### config.mk
export PLATFORM = sky130hd
export DESIGN_NAME = mips_register_file_flat
export DESIGN_NICKNAME = d
export VERILOG_FILES = /design/src/rtl/mips_pkg.sv /design/src/rtl/mips_register_file_if.sv /design/src/rtl/mips_register_file_decoder.sv /design/src/rtl/mips_register_file_mux.sv /design/src/rtl/mips_register_file.sv /design/src/flat_wrapper.sv
export SDC_FILE = /design/constraint.sdc
export NUM_CORES = 2
export LEC_CHECK = 0
export BUFFER_PORTS_ARGS = -buffer_cell sky130_fd_sc_hd__buf_2
export CAP_MARGIN = 0
export CELL_PAD_IN_SITES_DETAIL_PLACEMENT = 1
export CELL_PAD_IN_SITES_GLOBAL_PLACEMENT = 1
export CORE_ASPECT_RATIO = 1.25
export CORE_UTILIZATION = 45
export DETAILED_ROUTE_END_ITERATION = 12
export GPL_ROUTABILITY_DRIVEN = 0
export PLACE_DENSITY_LB_ADDON = 0.1
export SLEW_MARGIN = 20
export SYNTH_ARGS = -nofsm -noshare
export SYNTH_HDL_FRONTEND = slang
export SYNTH_HIERARCHICAL = 1
export SYNTH_SLANG_ARGS = --single-unit
### constraint.sdc
create_clock -name clk -period 6.2 [get_ports clk]
set_clock_uncertainty 0.15 [all_clocks]
set_input_delay 0.62 -clock clk [delete_from_list [all_inputs] [get_ports clk]]
set_output_delay 0.62 -clock clk [all_outputs]
set_load 0.05 [all_outputs]
### src/rtl/mips_pkg.sv
// Shared MIPS datapath constants: widths, register count and the hard-wired zero register.
package mips_pkg;
  localparam int unsigned DATA_W    = 32;
  localparam int unsigned ADDR_W    = 5;
  localparam int unsigned REG_COUNT = 32;
  localparam int unsigned REG_ZERO  = 0;
endpackage

### src/rtl/mips_register_file_if.sv
// Register-file port bundle: one write port and two read ports.
interface mips_register_file_if #(
  parameter int unsigned DATA_W = mips_pkg::DATA_W,
  parameter int unsigned ADDR_W = mips_pkg::ADDR_W
);
  logic              reg_write;
  logic [ADDR_W-1:0] write_reg;
  logic [DATA_W-1:0] write_data;
  logic [ADDR_W-1:0] read_reg1;
  logic [ADDR_W-1:0] read_reg2;
  logic [DATA_W-1:0] read_data1;
  logic [DATA_W-1:0] read_data2;

  modport master (
    output reg_write, write_reg, write_data, read_reg1, read_reg2,
    input  read_data1, read_data2
  );

  modport slave (
    input  reg_write, write_reg, write_data, read_reg1, read_reg2,
    output read_data1, read_data2
  );
endinterface

### src/rtl/mips_register_file_decoder.sv
// One-hot write-enable decode; register zero never receives an enable.
module decoder_5_to_32
  import mips_pkg::REG_ZERO;
#(
  parameter int unsigned ADDR_W = mips_pkg::ADDR_W
) (
  input  logic                 en,
  input  logic [ADDR_W-1:0]    addr,
  output logic [2**ADDR_W-1:0] dec_c
);
  localparam int unsigned N = 2**ADDR_W;

  always_comb begin
    dec_c = '0;
    for (int unsigned i = 0; i < N; i++) begin
      dec_c[i] = en && (addr == ADDR_W'(i));
    end
    dec_c[REG_ZERO] = 1'b0;
  end
endmodule

### src/rtl/mips_register_file_mux.sv
// Datapath 2:1 word mux (RegDst/MemtoReg style), reused for the read bypass.
module mux2_32 #(
  parameter int unsigned W = mips_pkg::DATA_W
) (
  input  logic         sel,
  input  logic [W-1:0] a,
  input  logic [W-1:0] b,
  output logic [W-1:0] y_c
);
  assign y_c = sel ? b : a;
endmodule

### src/rtl/mips_register_file.sv
// 32-entry MIPS register file: r0 hard-wired to zero, async clear, combinational reads
// with write-through bypass so a same-cycle write is seen by the reader.
module mips_register_file
  import mips_pkg::REG_ZERO;
#(
  parameter int unsigned DATA_W = mips_pkg::DATA_W,
  parameter int unsigned ADDR_W = mips_pkg::ADDR_W
) (
  input  logic               clk,
  input  logic               rst_n,
  mips_register_file_if.slave bus
);
  localparam int unsigned N = 2**ADDR_W;

  logic [N-1:0]      we;
  logic [DATA_W-1:0] store [1:N-1];
  logic [DATA_W-1:0] sel1;
  logic [DATA_W-1:0] sel2;
  logic              write_live;
  logic              hit1;
  logic              hit2;

  // Reset gates the decoder so no write (or bypass) can occur while rst_n is low.
  decoder_5_to_32 #(.ADDR_W(ADDR_W)) u_dec (
    .en    (bus.reg_write & rst_n),
    .addr  (bus.write_reg),
    .dec_c (we)
  );

  for (genvar i = 1; i < N; i++) begin : g_reg
    always_ff @(posedge clk or negedge rst_n) begin
      if (!rst_n) begin
        store[i] <= '0;
      end else if (we[i]) begin
        store[i] <= bus.write_data;
      end
    end
  end

  // 32:1 read selection; address zero falls through to the zero default.
  always_comb begin
    sel1 = '0;
    sel2 = '0;
    for (int unsigned i = 1; i < N; i++) begin
      if (bus.read_reg1 == ADDR_W'(i)) sel1 = store[i];
      if (bus.read_reg2 == ADDR_W'(i)) sel2 = store[i];
    end
  end

  assign write_live = |we;
  assign hit1       = write_live && (bus.read_reg1 == bus.write_reg)
                      && (bus.write_reg != ADDR_W'(REG_ZERO));
  assign hit2       = write_live && (bus.read_reg2 == bus.write_reg)
                      && (bus.write_reg != ADDR_W'(REG_ZERO));

  mux2_32 #(.W(DATA_W)) u_byp1 (
    .sel (hit1),
    .a   (sel1),
    .b   (bus.write_data),
    .y_c (bus.read_data1)
  );

  mux2_32 #(.W(DATA_W)) u_byp2 (
    .sel (hit2),
    .a   (sel2),
    .b   (bus.write_data),
    .y_c (bus.read_data2)
  );
endmodule

### src/flat_wrapper.sv
// flat-port wrapper written by rule: the top's interface ports become plain ports
module mips_register_file_flat import mips_pkg::REG_ZERO;
#(
  parameter int unsigned DATA_W = mips_pkg::DATA_W,
  parameter int unsigned ADDR_W = mips_pkg::ADDR_W
)
  (clk, rst_n, bus_reg_write, bus_write_reg, bus_write_data, bus_read_reg1, bus_read_reg2, bus_read_data1, bus_read_data2);
  mips_register_file_if #(.DATA_W(DATA_W), .ADDR_W(ADDR_W)) bus_i ();
  input  logic clk;
  input  logic rst_n;
  input wire logic [$bits(bus_i.reg_write)-1:0] bus_reg_write;
  input wire logic [$bits(bus_i.write_reg)-1:0] bus_write_reg;
  input wire logic [$bits(bus_i.write_data)-1:0] bus_write_data;
  input wire logic [$bits(bus_i.read_reg1)-1:0] bus_read_reg1;
  input wire logic [$bits(bus_i.read_reg2)-1:0] bus_read_reg2;
  output wire logic [$bits(bus_i.read_data1)-1:0] bus_read_data1;
  output wire logic [$bits(bus_i.read_data2)-1:0] bus_read_data2;
  assign bus_i.reg_write = bus_reg_write;
  assign bus_i.write_reg = bus_write_reg;
  assign bus_i.write_data = bus_write_data;
  assign bus_i.read_reg1 = bus_read_reg1;
  assign bus_i.read_reg2 = bus_read_reg2;
  assign bus_read_data1 = bus_i.read_data1;
  assign bus_read_data2 = bus_i.read_data2;
  mips_register_file #(.DATA_W(DATA_W), .ADDR_W(ADDR_W)) u_core (.clk(clk), .rst_n(rst_n), .bus(bus_i));
endmodule
==> summary.md <==
| Metric | Value |
|---|---|
| Reg with most FFs | u_core/store |
| Int Pwr | 12.7 mW |
| Final instance area | 63,500 µm² |
| Vias in the first global route | 52.5k |
| Worst relative slew slack | 13.1% |
| CTS tree | yes |
| Commonest cells in the netlist | 1,005 x mux2_2, 992 x dfrtp_1, 521 x o21ai_0, 345 x clkbuf_1, 284 x nand2_1 |
| Setup TNS | 0 ns |
| RSZ-0062 raised after global routing | no |
| Largest register FFs | 992 |
| Inserted Clock Buffers | 110 |
| Sequential area share after synthesis | 43.7% |
| Area growth from synthesis to layout | 11.8% |
| Worst VDD drop | 0.226 mV |
| Most frequent cell after synthesis | mux2_2 |
| Top post-synthesis cells by area | dfrtp_1 44%, mux2_2 20%, o21ai_0 4.6% |
| Drt drc | 0 |
| Synthesized Nets | 5,512 |
| Nets | 5,468 |
| Largest net degree at the start of global routing | 165 |
| First-pass GRT wire length | 412,000 µm |
| Synth Flop Type | dfrtp_1 |
| Post-DP Area | 59,700 µm² |
| Leakage power | 27.9 nW |
| DRT antenna net count | 0 |
| CP Max Fanout | 27 |
| # hold bufs at CTS | 1 |
| Clock power frac | 37.6% |
| CP top delay family | simple AND/OR/NAND/NOR gates |
| Row count | 145 |
| Synth Instances | 5,462 |
| Top Registers | u_core/store x992 |
| Pins Over Slew Limit | 0 |
| Slowest-stage cell, CP | nor4_1 |
| NetSw | 6.03 mW |
| Crit path required time | 5.43 ns |
| Die Y | 399 µm |
| Final Hold Fails | 0 |
| Pwr/cell area | 295 nW/µm² |
| FMAX | 0.175 GHz |
| Total congestion overflow | 0 |
| CP Launch Point | bus_read_reg1[4] |
| Postcts setup bufs | 0 |
| YS warnings | 6 |
| Skew-Pair Late Insertion Delay | 0.78 ns |
| First DRT Iteration DRCs | 7,675 |
| Synth unique cells | 90 |
| Share of layout cells above drive strength 1 | 32.4% |
| Min-delay worst type | in -> async |
| DP Wirelength | 201,000 µm |
| Core box area | 125,000 µm² |
| Largest area contributor in the netlist | dfrtp_1 |
| Via density | 7.39 |
| Initial antenna violation count | 33 |
| Critical path launch point type | primary input |
| Worst Path Arrival | 4.95 ns |
| WS Path Type | in -> out |
| Synthesized area | 56,800 µm² |
| IO Port Bufs | 113 |
| CP most frequent cell | buf_4 |
| Sequential Power Share | 43.9% |
| Status | finished, final reports clean |
| CP Cell Sequence | buf_4 > buf_4 > nor2b_1 > buf_4 > o21ai_0 > buf_4 > nor4_1 > nor3_1 > o221ai_1 > a21oi_1 > o21ai_1 > mux2_4 > buf_2 |
| Reg-to-reg startpoint | u_core/store[698]$_DFFE_PN0P_ |
| Starting Density | 45.4% |
| Post-synth EDFFs | 0 |
| Clock root buffer | clkbuf_16 |
| Part of the cycle the worst path needs | 92.3% |
| H-tree Lvls | 3 |
| Endpoint class of the critical path | primary output |
| Worst Max-Slew Pin Slew | 1.30 ns |
| Number of synthesized register bits | 992 |
| Cts repair resizes | 0 |
| Clock sinks | 992 |
| Max Root-Sink Buffers | 3 |
| Die area | 128,000 µm² |
| Sw frac | 32.2% |
| Max cap viols | 0 |
| Setup violations, final | 0 |
| DR WL/cell | 41.1 µm |
| Clock transition at path regs | 0.06 ns |
| DR vias | 52.8k |
| DIE WIDTH | 320 µm |
| Drt pass-1 iters | 8 |
| Syn avg cell area | 10.4 µm² |
| Top cell type's share of synthesized area | 43.7% |
| Slowest stage delay, CP | 0.67 ns |
| Ports | 114 |
| Logic pwr share | 18.5% |
| Final min period | 5.72 ns |
| Critical path buffer and inverter count | 5 |
| Share of flip-flops with an asynchronous set or reset | 100% |
| Final Routed Wirelength | 294,000 µm |
| Global Route Usage Sum | 45.4% |
## cell families (layout without fill, tap and decap cells)
logic type      after synthesis  after routing  synth area share, %
fa+ha+maj                     1              1               0.0176
flops                       992            992                 43.7
xor+xnor                     10             10                0.154
other cells                   1             23              0.00660
mux                        1205           1205                 24.3
compound gates             1706           1706                 19.2
buf+inv                     626            675                 4.90
simple gates                921            921                 7.75
## area by class of cell
| cell class | instances | area, µm² |
|---|---|---|
| Fill cell | 13500 | 61700 |
| Multi-Input combinational cell | 3844 | 29600 |
| Sequential cell | 992 | 24800 |
| Clock buffer | 151 | 3210 |
| Timing Repair Buffer | 418 | 3090 |
| Tap cell | 1617 | 2020 |
| Clock inverter | 54 | 562 |
| Inverter | 52 | 196 |
| Antenna cell | 22 | 55.1 |
## power by group through the flow
stage	clock network [mW]	registers (mW)	logic [mW]
2_1_floorplan	0	7.93	2.14
3_3_place_gp	0	8.24	3.25
3_5_place_dp	0	8.28	3.32
4_1_cts	7.07	8.17	3.34
5_1_grt	7.31	8.29	3.58
6_report	7.04	8.23	3.47
## per-layer routing
metal	part of all wire [%]	track usage, %
met1	37	56.4
met2	42	66.2
met3	12	13.6
met4	8.9	34.3
met5	0.11	1.05
## placed cells by master (no fill, tap or decap), types with 14 or more instances in the layout
| master | instances |
|---|---|
| a21o_1 | 30 |
| clkbuf_16 | 114 |
| o21ai_0 | 521 |
| nand2b_1 | 14 |
| a211oi_1 | 50 |
| buf_4 | 295 |
| a211o_1 | 17 |
| mux2i_1 | 127 |
| o31ai_1 | 15 |
| a21oi_1 | 283 |
| nor4_1 | 18 |
| clkinv_2 | 34 |
| a22oi_1 | 124 |
| a32oi_1 | 19 |
| dfrtp_1 | 992 |
| o22a_1 | 17 |
| o211ai_1 | 30 |
| o221ai_1 | 57 |
| a31oi_1 | 60 |
| a222oi_1 | 41 |
| inv_1 | 48 |
| mux2_2 | 1005 |
| nor3_1 | 78 |
| clkbuf_8 | 25 |
| nor2_4 | 36 |
| o21ai_1 | 14 |
| diode_2 | 22 |
| nand3_1 | 91 |
| o22ai_1 | 234 |
| mux2_4 | 60 |
| nand2_1 | 284 |
| nor2_1 | 235 |
| nor2b_1 | 28 |
| a221oi_1 | 62 |
| clkbuf_1 | 15 |
| buf_2 | 103 |
## worst paths after layout
path,end,slack [ns],cells past startpoint
min in group clk,u_core/store[365]$_DFFE_PN0P_,0.32,3
max reg2reg,u_core/store[698]$_DFFE_PN0P_,5.12,1
min reg2reg,u_core/store[105]$_DFFE_PN0P_,0.38,1
max in group asynchronous,u_core/store[838]$_DFFE_PN0P_,2.51,5
max,bus_read_data1[12],0.48,13
min,u_core/store[47]$_DFFE_PN0P_,0.22,2
## through the flow
stage	cells	power, mW	worst slack [ns]	hold slack, ns	utilization [%]
floorplan	5462	10.1	2.50	0.174	-
global placement	6921	11.5	0.892	0.344	47.7
detailed placement	6921	11.6	0.894	0.366	47.7
CTS	7127	18.6	0.583	0.220	50.7
global route	7140	19.2	0.405	0.247	50.7
finish	7150	18.7	0.478	0.216	50.7
Power figures use the tool's default switching activity.
